<file path="config.mk">
export PLATFORM = sky130hd
export DESIGN_NAME = mem_port_arbiter
export DESIGN_NICKNAME = d
export VERILOG_FILES = /design/src/rtl/mem_port_arbiter.sv
export SDC_FILE = /design/constraint.sdc
export NUM_CORES = 1
export LEC_CHECK = 0
export CAP_MARGIN = 20
export CORE_UTILIZATION = 31
export CTS_CLUSTER_SIZE = 24
export DETAILED_ROUTE_END_ITERATION = 16
export MAX_ROUTING_LAYER = met4
export PLACE_DENSITY = 0.52
export SLEW_MARGIN = 20
export SYNTH_ARGS = -nofsm -noshare
export SYNTH_HDL_FRONTEND = slang
export SYNTH_SLANG_ARGS = --single-unit
</file>
<file path="constraint.sdc">
create_clock -name clk -period 20.8 [get_ports clk]
set_clock_uncertainty 0.15 [all_clocks]
set_input_delay 4.16 -clock clk [delete_from_list [all_inputs] [get_ports clk]]
set_output_delay 4.16 -clock clk [all_outputs]
set_load 0.01 [all_outputs]
</file>
<file path="src/rtl/mem_port_arbiter.sv">
// Shares the single memory port between instruction fetch and the load/store unit.
// One transaction at a time; data has priority; each requester holds one pending request.
module mem_port_arbiter #(
  parameter int unsigned ADDR_WIDTH = 32,
  parameter int unsigned DATA_WIDTH = 32,
  parameter int unsigned TIMEOUT    = 255
) (
  input  logic                    clk,
  input  logic                    rst,
  input  logic                    fetch_req,
  input  logic [ADDR_WIDTH-1:0]   fetch_addr,
  output logic [DATA_WIDTH-1:0]   fetch_data,
  output logic                    fetch_done,
  input  logic                    data_req,
  input  logic                    data_we,
  input  logic [ADDR_WIDTH-1:0]   data_addr,
  input  logic [DATA_WIDTH-1:0]   data_wdata,
  input  logic [DATA_WIDTH/8-1:0] data_wmask,
  output logic [DATA_WIDTH-1:0]   data_rdata,
  output logic                    data_done,
  output logic                    mem_valid,
  output logic [ADDR_WIDTH-1:0]   mem_addr,
  output logic                    mem_we,
  output logic [DATA_WIDTH-1:0]   mem_wdata,
  output logic [DATA_WIDTH/8-1:0] mem_wmask,
  input  logic                    mem_ready,
  input  logic [DATA_WIDTH-1:0]   mem_rdata,
  output logic                    blocked,
  output logic                    err
);

  localparam int unsigned MASK_W = DATA_WIDTH / 8;
  localparam int unsigned CNT_W  = (TIMEOUT > 0) ? $clog2(TIMEOUT + 1) : 1;
  localparam logic [CNT_W-1:0] CNT_LAST = (TIMEOUT > 0) ? CNT_W'(TIMEOUT - 1) : '0;

  typedef enum logic [1:0] {ST_IDLE, ST_FETCH, ST_DATA} state_t;

  state_t state_q, state_d;

  logic                  fetch_pend;
  logic [ADDR_WIDTH-1:0] fetch_addr_q;
  logic                  data_pend;
  logic                  data_we_q;
  logic [ADDR_WIDTH-1:0] data_addr_q;
  logic [DATA_WIDTH-1:0] data_wdata_q;
  logic [MASK_W-1:0]     data_wmask_q;
  logic [CNT_W-1:0]      tcnt;

  logic fetch_acc_c, data_acc_c, fetch_eff_c, data_eff_c;
  logic wait_c, hs_c, abort_c, end_c, fetch_end_c, data_end_c, load_c;
  logic [ADDR_WIDTH-1:0] nxt_addr_c;
  logic                  nxt_we_c;
  logic [DATA_WIDTH-1:0] nxt_wdata_c;
  logic [MASK_W-1:0]     nxt_wmask_c;

  // A request is accepted only when its requester has nothing pending or in flight.
  assign fetch_acc_c = fetch_req & ~fetch_pend;
  assign data_acc_c  = data_req & ~data_pend;
  assign fetch_eff_c = fetch_pend | fetch_req;
  assign data_eff_c  = data_pend | data_req;

  assign mem_valid   = (state_q != ST_IDLE);
  assign wait_c      = mem_valid & ~mem_ready;
  assign hs_c        = mem_valid & mem_ready;
  assign abort_c     = (TIMEOUT != 0) && wait_c && (tcnt == CNT_LAST);
  assign end_c       = hs_c | abort_c;
  assign fetch_end_c = end_c && (state_q == ST_FETCH);
  assign data_end_c  = end_c && (state_q == ST_DATA);
  assign load_c      = (state_d != state_q) && (state_d != ST_IDLE);

  assign blocked = fetch_req | data_req | fetch_pend | data_pend;

  always_ff @(posedge clk or posedge rst) begin
    if (rst) state_q <= ST_IDLE;
    else     state_q <= state_d;
  end

  // Next state: data wins ties; handshake hands straight over to the other requester.
  always_comb begin
    state_d = state_q;
    unique case (state_q)
      ST_IDLE: begin
        if (data_eff_c)       state_d = ST_DATA;
        else if (fetch_eff_c) state_d = ST_FETCH;
      end
      ST_FETCH: begin
        if (abort_c)   state_d = ST_IDLE;
        else if (hs_c) state_d = data_eff_c ? ST_DATA : ST_IDLE;
      end
      ST_DATA: begin
        if (abort_c)   state_d = ST_IDLE;
        else if (hs_c) state_d = fetch_eff_c ? ST_FETCH : ST_IDLE;
      end
      default: state_d = ST_IDLE;
    endcase
  end

  // Fields for the transaction being launched, from the pending register or the live request.
  always_comb begin
    nxt_addr_c  = fetch_pend ? fetch_addr_q : fetch_addr;
    nxt_we_c    = 1'b0;
    nxt_wdata_c = '0;
    nxt_wmask_c = '0;
    if (state_d == ST_DATA) begin
      nxt_addr_c  = data_pend ? data_addr_q  : data_addr;
      nxt_we_c    = data_pend ? data_we_q    : data_we;
      nxt_wdata_c = data_pend ? data_wdata_q : data_wdata;
      nxt_wmask_c = data_pend ? data_wmask_q : data_wmask;
    end
  end

  always_ff @(posedge clk or posedge rst) begin
    if (rst) begin
      fetch_pend   <= 1'b0;
      fetch_addr_q <= '0;
      data_pend    <= 1'b0;
      data_we_q    <= 1'b0;
      data_addr_q  <= '0;
      data_wdata_q <= '0;
      data_wmask_q <= '0;
      tcnt         <= '0;
      fetch_data   <= '0;
      fetch_done   <= 1'b0;
      data_rdata   <= '0;
      data_done    <= 1'b0;
      mem_addr     <= '0;
      mem_we       <= 1'b0;
      mem_wdata    <= '0;
      mem_wmask    <= '0;
      err          <= 1'b0;
    end else begin
      if (fetch_acc_c) begin
        fetch_pend   <= 1'b1;
        fetch_addr_q <= fetch_addr;
      end else if (fetch_end_c) begin
        fetch_pend   <= 1'b0;
      end

      if (data_acc_c) begin
        data_pend    <= 1'b1;
        data_we_q    <= data_we;
        data_addr_q  <= data_addr;
        data_wdata_q <= data_wdata;
        data_wmask_q <= data_wmask;
      end else if (data_end_c) begin
        data_pend    <= 1'b0;
      end

      if (end_c || !wait_c)   tcnt <= '0;
      else if (TIMEOUT != 0)  tcnt <= tcnt + CNT_W'(1);

      // Aborted transactions complete with zero read data.
      fetch_done <= fetch_end_c;
      data_done  <= data_end_c;
      if (fetch_end_c)            fetch_data <= hs_c ? mem_rdata : '0;
      if (data_end_c && !mem_we)  data_rdata <= hs_c ? mem_rdata : '0;

      if (load_c) begin
        mem_addr  <= nxt_addr_c;
        mem_we    <= nxt_we_c;
        mem_wdata <= nxt_wdata_c;
        mem_wmask <= nxt_wmask_c;
      end

      if ((fetch_req && fetch_pend) || (data_req && data_pend) || abort_c) err <= 1'b1;
    end
  end

endmodule
</file>
==> reports/qor.yml, run 1 <==
status: "finished, final reports clean"
dp.cells: 1407
via_per_inst: 5.03
post-route-period-util_pct: 47.6
switching_share_pct: 32.7
start_kind: "primary input"
leakagePower_nw: 6.38
yosysWarnings: 0
fin_nets: 1131
synth.distinct_cells: 41
ys.flop_type: "dfrtp_1"
busiest_layer: "met2"
pwr-share-seq_pct: 36.0
num_rows: 67
synth_edf_count: 0
worstMarginPinSlew_ns: 1.06
pwr-share-comb_pct: 41.6
peakVddDrop_mv: 0.0693
max_freq_mhz: 101
cpPeakStageDelay_ns: 0.63
insertion_delay_ns: 0.54
core_area_um2: 33800
gp_congestion: 0.714
power.total_mw: 2.33
chipWidth_um: 188
relSlewSlack_pct: 29.1
postLayoutCellArea_um2: 14800
dr.first_iter.drc_count: 309
rsz0062_at_grt: "no"
numCtsBuffers: 30
syn_avg_cell_area_um2: 14.6
drtPass1Iterations: 4
final_common_cell: "clkdlybuf4s50_1"
wirelength_um: 29800
worstPathCellList: "clkdlybuf4s50_1 > nor2_4 > nand2_2 > clkdlybuf4s50_1"
criticalPathCategory: "primary input to output pin"
stdcell_count: 1461
netlist_area_um2: 10700
first_global_vias: 7845
dieArea_um2: 35300
antenna_found_initial: 1
grt_overflow_total: 0
synthCells: 735
wl_per_cell_um: 20.4
final_cell_mix: "clkdlybuf4s50_1, dfrtp_1, mux2_2"
initial_utilization_pct: 31.7
fin_hold_ws_ns: 0.330
cts_sinks: 249
io_pins: 276
ys_seq_area_share_pct: 58.1
nFillCells: 3100
endpoint_kind: "output pin"
maxSlewViolCount: 0
route.antenna.remaining_nets: 0
layout_min_cycle_time_ns: 9.89
drive_gt1_share_pct: 22.2
hold_buffers: 0
p_int_mw: 1.57
grt_use_met2_pct: 27.2
synth_fp_nets: 875
hold_viol: 0
cts-root-buf: "clkbuf_16"
post_dp_cell_area_um2: 13800
postCtsSetupBuffers: 0
crit_fanout: 4
pwr-share-clk_pct: 22.4
critPathArrivalTime_ns: 5.58
use_met1_pct: 22.6
fin_tns_setup_ns: 0
p_per_area_nw_per_um2: 158
cts_resized: 0
grt_use_total_pct: 17.4
slowest_stage: "clkdlybuf4s50_1"
clk_pin_slew_ns: 0.06
clockBufferDepth: 3
setup_viol: 0
required_ns: 16.49
io_buffers: 275
async_flop_share_pct: 100
vias: 7353
cts_tree: "yes"
ys_ff_latch: 249
dp_hpwl_um: 18200
cap_violations: 0
crit_top_cell: "clkdlybuf4s50_1"
use_met3_pct: 4.83
fp.dieH_um: 188
areaGrowthSynthToFinish_pct: 37.7
htree_num_levels: 1
grt_pass1_wl_um: 46700
grt_max_degree: 118
p_switching_uw: 762
min_path_type: "register to register"
drc: 0
==> critical path: cells and delay by family <==
| family | cells | cell delay, ns |
|---|---|---|
| AND/OR/NAND/NOR | 2 | 0.20 |
| buffers and inverters | 2 | 1.22 |
==> area by class of cell <==
class	instances	area, um^2	area share [%]
Antenna cell	2	5.00	0.0339
Clock buffer	45	928	6.29
Clock inverter	7	62.6	0.424
Inverter	5	26.3	0.178
Multi-Input combinational cell	418	4100	27.8
Sequential cell	249	6230	42.2
Tap cell	448	561	3.80
Timing Repair Buffer	287	2840	19.2
==> stage by stage <==
stage	worst slack, ns	utilization [%]
6_report	10.91	43.7
5_1_grt	10.84	43.7
4_1_cts	10.90	43.7
3_5_place_dp	10.91	40.7
3_3_place_gp	10.90	40.7
2_1_floorplan	9.65	-
==> synthesized netlist by cell type (2+ instances only) <==
master     count  area [um^2]
inv_1          5         18.8
a221o_1       32          320
nor2_1        42          158
o2bb2ai_1     18          158
ha_1           2         25.0
buf_4          5         37.5
a21oi_1        3         15.0
buf_2         31          155
a32o_1        64          641
clkbuf_1      14         52.6
nand4_1        2         12.5
o2bb2ai_2     19          285
buf_6         12          135
nand2_4        2         22.5
mux2i_1       69          691
mux2_1         5         56.3
nand2b_1       2         12.5
xor2_1         5         43.8
dfrtp_1      249         6230
nand3_1        4         20.0
nor2_4         2         22.5
nor2b_1        2         12.5
mux2_2       128         1440
==> flip-flops by register name, indices dropped and copies added (netlist names), 2 cells and up <==
name / count
fetch_addr_q: 32
mem_wdata: 32
data_rdata: 32
data_addr_q: 32
state_q: 2
data_wdata_q: 32
data_wmask_q: 4
mem_addr: 32
tcnt: 8
mem_wmask: 4
fetch_data: 32
==> path summary, 6_finish.rpt <==
kind | cells past startpoint | startpoint | end | slack, ns
max | 4 | data_req | blocked | 10.91
min | 1 | fetch_addr_q[24]$_DFFE_PP0P_ | fetch_addr_q[24]$_DFFE_PP0P_ | 0.33
max reg2reg | 5 | data_pend$_DFFE_PP0P_ | mem_addr[0]$_DFFE_PP0P_ | 17.97
min reg2reg | 1 | fetch_addr_q[24]$_DFFE_PP0P_ | fetch_addr_q[24]$_DFFE_PP0P_ | 0.33
max in group asynchronous | 3 | rst | fetch_addr_q[15]$_DFFE_PP0P_ | 14.98
min in group asynchronous | 2 | rst | data_addr_q[4]$_DFFE_PP0P_ | 4.03
==> logic make-up after synthesis <==
group	Yosys count	share of synthesized area (%)
buf+inv	68	3.76
simple gates	63	2.86
flops	249	58.1
compound gates	145	14.1
xor+xnor	6	0.490
mux	202	20.4
fa+ha+maj	2	0.233
==> power by group through the flow <==
stage	clock network, mW	registers, mW	logic [mW]
floorplan	0	0.872	0.559
detailed placement	0	0.845	0.983
CTS	0.540	0.840	0.987
global route	0.557	0.868	1.05
finish	0.521	0.839	0.969
global placement	0	0.836	0.982
==> metal layers <==
metal	share of wire, %	vias to the layer above
met5	0	-
met2	46	220
met4	1.8	0
met3	6.8	39
met1	45	3781
li1	-	3313
Note: power is estimated with default switching activity, not from simulation.
==> inputs of run 2 (changes only) <==
==> constraint.sdc (replaced) <==
create_clock -name clk -period 10.3 [get_ports clk]
set_clock_uncertainty 0.15 [all_clocks]
set_input_delay 2.06 -clock clk [delete_from_list [all_inputs] [get_ports clk]]
set_output_delay 2.06 -clock clk [all_outputs]
set_load 0.01 [all_outputs]
==> run 2 against run 1 <==
  * Critical path depth unchanged
  * Global-route usage down 0.14 points
  * Design area down 0.47%
  * Total power up 99%
  * Worst setup slack worse by 6.3 ns
  * Register-to-register slack worse by 11 ns
  * Combinational power up 99%
  * Sequential cell count unchanged
  * Hold slack better by 0.0043 ns
==> reports/qor.yml, run 2 (synthesis results as in run 1) <==
status: "finished, final reports clean"
relSlewSlack_pct: 33.4
p_per_area_nw_per_um2: 316
cts-root-buf: "clkbuf_16"
drive_gt1_share_pct: 21.6
required_ns: 8.09
wirelength_um: 29700
dr.first_iter.drc_count: 350
fin_nets: 1130
layout_min_cycle_time_ns: 5.73
cts_sinks: 249
min_to: "err$_DFFE_PP0P_"
numCtsBuffers: 29
final_cell_mix: "clkdlybuf4s50_1, dfrtp_1, mux2_2"
postCtsSetupBuffers: 0
pwr-share-clk_pct: 21.5
grt_use_met2_pct: 26.3
worstRegToRegCells: 5
rsz0062_at_grt: "no"
dp_hpwl_um: 18300
use_met1_pct: 23.3
antenna_found_initial: 1
switching_share_pct: 32.9
final_common_cell: "clkdlybuf4s50_1"
post-place-ws_ns: 4.57
io_buffers: 275
fp.dieH_um: 188
clockBufferDepth: 3
io_pins: 276
initial_utilization_pct: 31.7
pwr-share-seq_pct: 36.9
nFillCells: 3069
hp-start: "err$_DFFE_PP0P_"
reg2reg_slack_ns: 7.40
r2r_end: "mem_addr[14]$_DFFE_PP0P_"
start_kind: "primary input"
pwr-share-comb_pct: 41.6
via_per_inst: 5.01
clk_pin_slew_ns: 0.06
busiest_layer: "met2"
hold_viol: 0
cts_resized: 0
post-route-period-util_pct: 55.6
worstMarginPinSlew_ns: 0.999
num_rows: 67
grt_pass1_wl_um: 46300
endpoint_kind: "output pin"
reg2reg_from: "data_pend$_DFFE_PP0P_"
chipWidth_um: 188
cap_violations: 0
areaGrowthSynthToFinish_pct: 37.1
cts_tree: "yes"
peakVddDrop_mv: 0.152
wl_per_cell_um: 20.3
hold_buffers: 0
use_met3_pct: 4.21
multi_input_area_um2: 4100
first_global_vias: 7582
vias: 7315
dieArea_um2: 35300
p_switching_mw: 1.52
core_area_um2: 33800
maxSlewViolCount: 0
fin_tns_setup_ns: 0
htree_num_levels: 1
gp_congestion: 0.709
crit_fanout: 4
grt_overflow_total: 0
setup_viol: 0
fin_ws_ns: 4.57
grt_max_degree: 122
drtPass1Iterations: 4
grt_use_total_pct: 17.2
leakagePower_nw: 6.34
insertion_delay_ns: 0.54
hold-path-cell-count: 2
criticalPathCategory: "primary input to output pin"
critPathArrivalTime_ns: 3.52
max_freq_mhz: 175
route.antenna.remaining_nets: 0
p_int_mw: 3.11
drc: 0
area.sequential_um2: 6230
min_path_type: "register to register"
run 2: critical path, cell delays in order:
cell and delay, ns:
clkdlybuf4s50_1 0.64, nor2_4 0.09, nand2_2 0.13, clkdlybuf4s50_1 0.59
run 2: power by group through the flow:
stage / Clock (mW) / Combinational [mW] / Sequential [mW]
after floorplan: 0 / 1.13 / 1.76
after global placement: 0 / 1.95 / 1.71
after detailed placement: 0 / 1.96 / 1.73
after CTS: 1.03 / 1.97 / 1.72
after global routing: 1.07 / 2.09 / 1.77
final: 0.996 / 1.93 / 1.71
run 2: final cells by class:
cell class	count	share of cell area (%)
timing repair buffer	287	19.3
clock buffer	49	6.20
tap	448	3.82
clock inverter	2	0.0681
antenna	2	0.0341
multi-input combinational	418	27.9
sequential	249	42.4
inverter	5	0.179
run 2: worst max path at each step:
| stage | to | start | cells past startpoint | slack, ns |
|---|---|---|---|---|
| after floorplan | data_addr_q[0]$_DFFE_PP0P_ | rst | 1 | 1.25 |
| after global placement | blocked | data_req | 4 | 4.58 |
| after detailed placement | blocked | data_req | 4 | 4.57 |
| after CTS | blocked | data_req | 4 | 4.57 |
| after global routing | blocked | data_req | 4 | 4.50 |
| final | blocked | data_req | 4 | 4.57 |
run 2: routing by layer:
layer  vias to the layer above  part of all wire (%)  wire (um)
li1                       3322                     -          -
met1                      3746                    47      13800
met2                       215                    45      13500
met3                        32                   6.4       1900
met4                         0                   1.6        482
met5                         -                     0          0
run 2: metrics by stage:
stage          cell area, um^2  cells  hold slack, ns  power (mW)  util (%)
6_report                 14700   1460           0.334        4.64      43.5
5_1_grt                  14700   1459           0.348        4.93      43.5
4_1_cts                  14700   1458           0.338        4.72      43.5
3_5_place_dp             13800   1407           0.324        3.69      40.7
3_3_place_gp             13800   1407           0.311        3.66      40.7
2_1_floorplan            10700    735           0.302        2.89         -
==> inputs of run 3 (changes only) <==
--- a/config.mk
+++ b/config.mk
@@ -10,7 +10,7 @@
 export CTS_CLUSTER_SIZE = 24
 export DETAILED_ROUTE_END_ITERATION = 16
 export MAX_ROUTING_LAYER = met4
-export PLACE_DENSITY = 0.52
+export PLACE_DENSITY = 0.54
 export SLEW_MARGIN = 20
 export SYNTH_ARGS = -nofsm -noshare
 export SYNTH_HDL_FRONTEND = slang
==> constraint.sdc (replaced) <==
create_clock -name clk -period 4.65 [get_ports clk]
set_clock_uncertainty 0.15 [all_clocks]
set_input_delay 0.93 -clock clk [delete_from_list [all_inputs] [get_ports clk]]
set_output_delay 0.93 -clock clk [all_outputs]
set_load 0.01 [all_outputs]
==> run 3 against run 2 <==
  * Non-clock buffer count rose by 8
  * Global-route usage barely moved
  * Wire length fell by 0.61%
  * Clock-buffer cell count did not move
  * Clock power rose by 130%
  * Via count rose by 0.55%
  * Critical endpoint unchanged
  * Largest cell class unchanged
==> reports/qor.yml, run 3 (synthesis results as in run 1) <==
via_per_inst: 5.00
hold-path-cell-count: 1
chipWidth_um: 188
setup_viol: 0
fin_tns_setup_ns: 0
r2r_end: "mem_addr[27]$_DFFE_PP0P_"
initial_utilization_pct: 31.7
drive_gt1_share_pct: 22.5
hold_buffers: 0
first_global_vias: 7891
criticalPathCategory: "primary input to output pin"
worstMarginPinSlew_ns: 0.873
peakVddDrop_mv: 0.369
status: "finished, final reports clean"
start_kind: "primary input"
reg2reg_slack_ns: 2.15
rsz0062_at_grt: "no"
core_area_um2: 33800
critPathArrivalTime_ns: 2.37
reg2reg_from: "data_pend$_DFFE_PP0P_"
dp_hpwl_um: 18900
cts_sinks: 249
cap_violations: 0
crit_fanout: 4
drc: 0
route.antenna.remaining_nets: 0
cts_tree: "yes"
wirelength_um: 29500
leakagePower_nw: 6.42
min_to: "data_rdata[15]$_DFFE_PP0P_"
insertion_delay_ns: 0.55
cts-root-buf: "clkbuf_16"
vias: 7355
areaGrowthSynthToFinish_pct: 38.6
hold_viol: 0
post-route-period-util_pct: 74.3
fin_nets: 1139
fp.dieH_um: 188
dieArea_um2: 35300
io_buffers: 275
htree_num_levels: 1
min_path_type: "register to register"
numCtsBuffers: 30
hp-start: "data_rdata[15]$_DFFE_PP0P_"
drtPass1Iterations: 4
relSlewSlack_pct: 41.8
finish.utilization_pct: 44.0
clk_pin_slew_ns: 0.06
io_pins: 276
p_per_area_nw_per_um2: 702
slowest_stage: "clkdlybuf4s50_1"
worstPathCellList: "clkdlybuf4s50_1 > nor2_4 > nand2_2 > clkdlybuf4s50_1"
dr.first_iter.drc_count: 267
final_cell_mix: "clkdlybuf4s50_1, dfrtp_1, mux2_2"
grt_max_degree: 75
num_rows: 67
wl_per_cell_um: 20.0
cpPeakStageDelay_ns: 0.63
final_common_cell: "clkdlybuf4s50_1"
endpoint_kind: "output pin"
grt_pass1_wl_um: 46600
crit_top_cell: "clkdlybuf4s50_1"
worstRegToRegCells: 5
maxSlewViolCount: 0
max_freq_mhz: 290
cts_resized: 0
dp.cells: 1415
clockBufferDepth: 3
postCtsSetupBuffers: 0
antenna_found_initial: 1
grt_use_total_pct: 17.2
grt_overflow_total: 0
gp_congestion: 0.716
required_ns: 3.57
power.total_mw: 10.4
layout_min_cycle_time_ns: 3.45
stdcell_count: 1471
==> run 3: cell types whose count changed in the layout (fill, tap and decap cells not counted), sizes merged <==
| cell | change |
|---|---|
| buf | +8 |
| clkinv | +2 |
| clkinvlp | +2 |
| bufinv | +1 |
| diode | -1 |
| inv | -1 |
==> run 3: area by class of cell <==
type                            count  area [um^2]
Antenna cell                        1         2.50
Clock buffer                       49          933
Clock inverter                      6         57.6
Fill cell                        3081        18900
Inverter                            5         22.5
Multi-Input combinational cell    418         4110
Sequential cell                   249         6230
Tap cell                          448          561
Timing Repair Buffer              295         2940
==> run 3: worst max-delay path: cells and delay by family <==
| kind | cells | cell delay [ns] |
|---|---|---|
| simple gates | 2 | 0.22 |
| buf+inv | 2 | 1.22 |
==> run 3: worst max path at each step <==
stage               cells after the start  startpoint                    endpoint  slack [ns]
finish                                  4    data_req                     blocked        1.20
floorplan                               1         rst  data_addr_q[0]$_DFFE_PP0P_        0.30
CTS                                     4    data_req                     blocked        1.20
global route                            4    data_req                     blocked        1.12
global placement                        4    data_req                     blocked        1.19
detailed placement                      4    data_req                     blocked        1.21
==> run 3: metrics by stage <==
stage          hold slack, ns  instance area (um^2)  setup WS (ns)
6_report                0.336                 14900           1.20
5_1_grt                 0.352                 14900           1.12
3_3_place_gp            0.311                 13900           1.19
3_5_place_dp            0.323                 13900           1.21
4_1_cts                 0.338                 14900           1.20
2_1_floorplan           0.302                 10700          0.296
==> run 3: power by group <==
group | leakage, nW | total [mW] | internal [mW] | switching, mW
registers | 3.07 | 3.79 | 3.18 | 0.604
clock network | 0.487 | 2.32 | 1.41 | 0.908
logic | 2.87 | 4.32 | 2.43 | 1.89
total | 6.42 | 10.4 | 7.02 | 3.40
==> run 3: layer usage <==
| layer | share of wire, % | GRT usage, % | up-vias | routed length, um |
|---|---|---|---|---|
| met4 | 2.1 | 3.53 | 0 | 612 |
| met2 | 46 | 26.3 | 222 | 13500 |
| met5 | 0 | - | - | 0 |
| met1 | 45 | 22.9 | 3753 | 13300 |
| li1 | - | - | 3338 | - |
| met3 | 7.1 | 4.49 | 42 | 2080 |
==> variant 1, RTL diff (config.mk and constraints of run 2) <==
Set the parameter `DATA_WIDTH` to 40 (it was 32).
--- a/src/rtl/mem_port_arbiter.sv
+++ b/src/rtl/mem_port_arbiter.sv
@@ -4,3 +4,3 @@
   parameter int unsigned ADDR_WIDTH = 32,
-  parameter int unsigned DATA_WIDTH = 32,
+  parameter int unsigned DATA_WIDTH = 40,
   parameter int unsigned TIMEOUT    = 255
Ports: changed (7 resized); port bits go from 276 to 318. The function was not compared with the original's and may differ.
==> variant 1 against run 2 <==
  * Power increased by 16%
  * Combinational power increased by 15%
  * Routed wire length increased by 17%
  * Area after synthesis increased by 12%
  * Setup slack improved by 45 ps
  * Sequential cell count increased by 34
  * Cell area increased by 14%
==> variant 1: results (changes against run 2) <==
Parameter                              Value

CTS
  CTS resizes ... 0 (unchanged)
  CTS root buf ... sky130_fd_sc_hd__clkbuf_16
  # H-tree levels ... 2 (+1)
  Setup Buffers After CTS ... 0 (unchanged)
  Clock Pin Slew Worst Setup and Hold Paths ... 60 ps (about the same)
  Total clock buffers created by CTS ... 35 (+21%)
  Worst skew pair latency ... 520 ps (-20 ps)
  CTS Buffer Depth ... 3 (unchanged)

Route
  Detailed Route WL ... 34,600 µm (+17%)
  Via/cell ratio ... 4.99 (-0.47%)
  Number of detailed-route iterations in the first pass ... 7 (+3)
  Initial DRC Count ... 378 (+8.0%)
  Number of DRC violations after detailed routing ... 0 (unchanged)

Hold path
  Hold path startpoint ... mem_wdata[32]
  Cell count of the worst hold path ... 1 (-1)

Worst setup path
  Worst-path fanout max ... 4 (unchanged)
  Startpoint of the worst register-to-register path ... fetch_pend
  Worst setup path start ... data_req
  Largest stage delay on the critical path ... 620 ps (-20 ps)
  Dominant delay contributor by cell family on the critical path ... buffers and inverters
  Count of cells along the worst register-to-register path ... 6 (+1)
  Endpoint arrival time on the critical path ... 3470 ps (-50 ps)
  Slowest cell on crit path ... sky130_fd_sc_hd__clkdlybuf4s50_1

Power
  Share of total power in the clock network ... 0.223 (+0.008)
  Max IR drop VDD ... 0.150 mV (-1.7%)
  Switching Power ... 0.00179 W (+18%)
  Leakage power total ... 7.22 nW (+14%)

Synthesis
  Part of the Yosys area used for sequential elements ... 0.588 (+0.00619)
  Distinct cells, synth ... 38 (-7.3%)
  Synth Net Count ... 978 (+12%)
  Largest cells by area after synthesis ... sky130_fd_sc_hd__dfrtp_1 59%, sky130_fd_sc_hd__mux2_2 13%, sky130_fd_sc_hd__a32o_1 6.6%
  Most numerous cell types in the synthesized netlist ... 283 x sky130_fd_sc_hd__dfrtp_1, 139 x sky130_fd_sc_hd__mux2_2, 80 x sky130_fd_sc_hd__a32o_1
  Number of synthesis warnings ... 0 (unchanged)

Global route
  Total track usage ... 0.179 (+0.00665)
  Via count of the first global-routing pass ... 8,761 (+16%)
  Wire length of the first global-routing pass ... 53,100 µm (+14%)
  Antenna violations before repair ... 0 (-1)
  Pin count of the biggest net entering global routing ... 154 (+26%)

Placement
  Cell area reported after detailed placement ... 15,600 µm² (+14%)
  Detailed placer's ending HPWL ... 21,900 µm (+20%)
  Buffers added on ports ... 317 (+15%)
  Weighted congestion reported at the end of routability-driven placement ... 0.719 (+1.5%)

STA
  Max-slew headroom ... 0.311 (-0.0230)
  Share of the clock period used by the worst path ... 0.552 (-0.00434)

Finish
  Proportion of layout cells with a drive suffix above 1 ... 0.221 (+0.00502)
  Final layout net count ... 1,274 (+13%)

Outcome
  Result of the run ... finished clean
## variant 1: final timing paths
| check | endpoint | slack (ps) |
|---|---|---|
| worst max register to register | mem_addr[21] | 7050 |
| min in group asynchronous | data_addr_q[5] | 1840 |
| worst min register to register | mem_wdata[32] | 340 |
| worst max-delay path | blocked | 4620 |
| max in group asynchronous | data_wdata_q[4] | 6850 |
| worst min-delay path | mem_wdata[32] | 340 |
## variant 1: routing by layer
layer | vias up | wire, µm | GRT usage
li1 | 3738 | - | -
met1 | 4225 | 15300 | 0.235
met2 | 242 | 16200 | 0.273
met3 | 43 | 2660 | 0.0550
met4 | 0 | 406 | 0.0345
met5 | - | 0 | -
## variant 1: power groups by stage
stage	combinational (W)	sequential, W	clock [W]
finish	0.00222	0.00197	0.00121
global route	0.00240	0.00205	0.00129
CTS	0.00226	0.00198	0.00125
detailed placement	0.00225	0.00199	0
global placement	0.00224	0.00197	0
floorplan	0.00126	0.00201	0
## variant 1: through the flow
step           utilization  setup slack, ps  cells
2_1_floorplan            -              283    821
3_3_place_gp         0.412             4600   1590
3_5_place_dp         0.412             4610   1590
4_1_cts              0.442             4600   1651
5_1_grt              0.443             4550   1652
6_report             0.443             4620   1654
## variant 1: layout make-up
class                      instances  area (µm²)
fill                            3557       21100
sequential                       283        7090
multi-input combinational        461        4600
timing repair buffer             331        3300
clock buffer                      54        1090
tap                              511         639
clock inverter                     7        52.6
inverter                           5        26.3
antenna                            2        5.00
## variant 1: cell families after synthesis
family                     synth area share
DFF                                   0.588
muxes                                 0.197
AOI/OAI and AO/OA                     0.150
buffers and inverters                0.0343
and+or+nand+nor                      0.0240
xor gates and xnor gates            0.00436
adders and majority gates           0.00208
==> variant 2, RTL diff (flow settings as in run 2) <==
Without the edit above. Put one more register stage on the output `err`, cleared by the reset. The value now appears one clock later. The other outputs are not delayed to match.
--- a/src/rtl/mem_port_arbiter.sv
+++ b/src/rtl/mem_port_arbiter.sv
@@ -36,2 +36,4 @@
   typedef enum logic [1:0] {ST_IDLE, ST_FETCH, ST_DATA} state_t;
+
+  logic err_s0;
 
@@ -129,3 +131,3 @@
       mem_wmask    <= '0;
-      err          <= 1'b0;
+      err_s0       <= 1'b0;
     end else begin
@@ -164,3 +166,11 @@
 
-      if ((fetch_req && fetch_pend) || (data_req && data_pend) || abort_c) err <= 1'b1;
+      if ((fetch_req && fetch_pend) || (data_req && data_pend) || abort_c) err_s0 <= 1'b1;
+    end
+  end
+
+  always_ff @(posedge clk or posedge rst) begin
+    if (rst) begin
+      err <= '0;
+    end else begin
+      err <= err_s0;
     end
Check against the original RTL: not equivalent (a bounded check fails within 4 cycles, from zero or initial values and one cycle with rst high).
==> variant 2 against run 2 <==
  * Via count down 0.33%
  * Worst hold slack worse by 100 ps
  * Non-clock buffer count up 1
  * Power up 2.3%
  * Setup slack improved by 30 ps
  * Sequential cell count grew 1
  * Routed wire length up 0.12%
  * Fmax up 0.52%
  * Area after synthesis grew 0.23%
  * Cell area rose by 0.93%
  * Highest routed layer unchanged
==> variant 2: results (changes against run 2) <==
Parameter                              Value

Outcome
  Result of the run ... finished clean

Synthesis
  Largest cells by area after synthesis ... sky130_fd_sc_hd__dfrtp_1 58%, sky130_fd_sc_hd__mux2_2 13%, sky130_fd_sc_hd__mux2i_1 6.4%
  Distinct cells, synth ... 41 (unchanged)
  Synth Net Count ... 876 (+0.11%)
  Number of synthesis warnings ... 0 (unchanged)
  Number of instances in the synthesized netlist ... 736 (+0.14%)
  Part of the Yosys area used for sequential elements ... 0.582 (+0.000975)
  Most numerous cell types in the synthesized netlist ... 250 x sky130_fd_sc_hd__dfrtp_1, 128 x sky130_fd_sc_hd__mux2_2, 69 x sky130_fd_sc_hd__mux2i_1

Worst setup path
  Endpoint arrival time on the critical path ... 3490 ps (-30 ps)
  Count of cells along the worst register-to-register path ... 5 (unchanged)
  R2R Setup Slk ... 7520 ps (+120 ps)
  Last element of the critical path ... blocked
  Reg2Reg Capture Point ... mem_addr[28]
  Worst-path fanout max ... 4 (unchanged)

Hold path
  Hold path startpoint ... err_s0
  Worst hold endpoint ... err
  Cell count of the worst hold path ... 0 (-2)

Global route
  Total track usage ... 0.173 (+0.000544)
  Met3 routing resource usage after global routing ... 0.0494 (+0.00730)
  Pin count of the biggest net entering global routing ... 77 (-37%)
  Antenna violations before repair ... 0 (-1)
  Via count of the first global-routing pass ... 7,862 (+3.7%)
  Wire length of the first global-routing pass ... 47,100 µm (+1.6%)
  Met2 demand-to-capacity share in global routing ... 0.262 (-0.000971)
  GR Layer Usage met1 ... 0.233 (-0.000564)

Power
  Leakage power total ... 6.41 nW (+1.1%)
  Max IR drop VDD ... 0.158 mV (+3.6%)
  Cell internal pwr ... 0.00319 W (+2.6%)

Placement
  Cell area reported after detailed placement ... 13,800 µm² (+0.24%)
  Pre-CTS setup slack ... 4600 ps (+27.1 ps)
  Placed cell count ... 1,409 (+0.14%)
  Detailed placer's ending HPWL ... 18,400 µm (+0.94%)
  Weighted congestion reported at the end of routability-driven placement ... 0.730 (+3.0%)

STA
  Share of the clock period used by the worst path ... 0.553 (-0.00290)
  Worst hold-check slack ... 232 ps (-102 ps)
  Transition time at the pin with the least slew margin ... 1040 ps (+36.0 ps)

Finish
  Final layout net count ... 1,133 (+0.27%)
  Filler cell count in the final layout ... 3,076 (+0.23%)
  Antenna cells ... 0 (-2)
  Layout Cells excl Fill ... 1,463 (+0.21%)
  Proportion of layout cells with a drive suffix above 1 ... 0.222 (+0.00583)

CTS
  CTS Buffer Depth ... 3 (unchanged)
  CTS resizes ... 0 (unchanged)
  Total clock buffers created by CTS ... 30 (+3.4%)

Route
  DR WL met2 ... 13,500 µm (about the same)
  Initial DRC Count ... 259 (-26%)
  Top routing layer in use ... met4
  Via/cell ratio ... 4.98 (-0.53%)
  Routed metal-1 wirelength ... 13,600 µm (-1.5%)
  Detailed Route WL ... 29,700 µm (+0.12%)
  Sum of met3 wire segment lengths after detailed routing ... 2310 µm (+21%)
## variant 2: power by group through the flow
stage	clock, W	combinational [W]	sequential, W
finish	0.00109	0.00195	0.00171
global placement	0	0.00197	0.00171
detailed placement	0	0.00198	0.00172
global route	0.00116	0.00211	0.00177
floorplan	0	0.00113	0.00176
CTS	0.00113	0.00198	0.00171
## variant 2: logic make-up after synthesis
logic type | synth area share
flops | 0.582
mux | 0.204
compound gates | 0.141
buf+inv | 0.0375
simple gates | 0.0285
xor+xnor | 0.00489
fa+ha+maj | 0.00233
## variant 2: final cells by class
type                    instances  area [µm²]  share of cell area
clock inverters                10         146             0.00988
repair buffers                288        2850               0.192
clock buffers                  44         883              0.0596
well taps                     448         561              0.0378
multi-input cells             418        4100               0.277
inverters                       5        26.3             0.00177
flip-flops and latches        250        6260               0.422
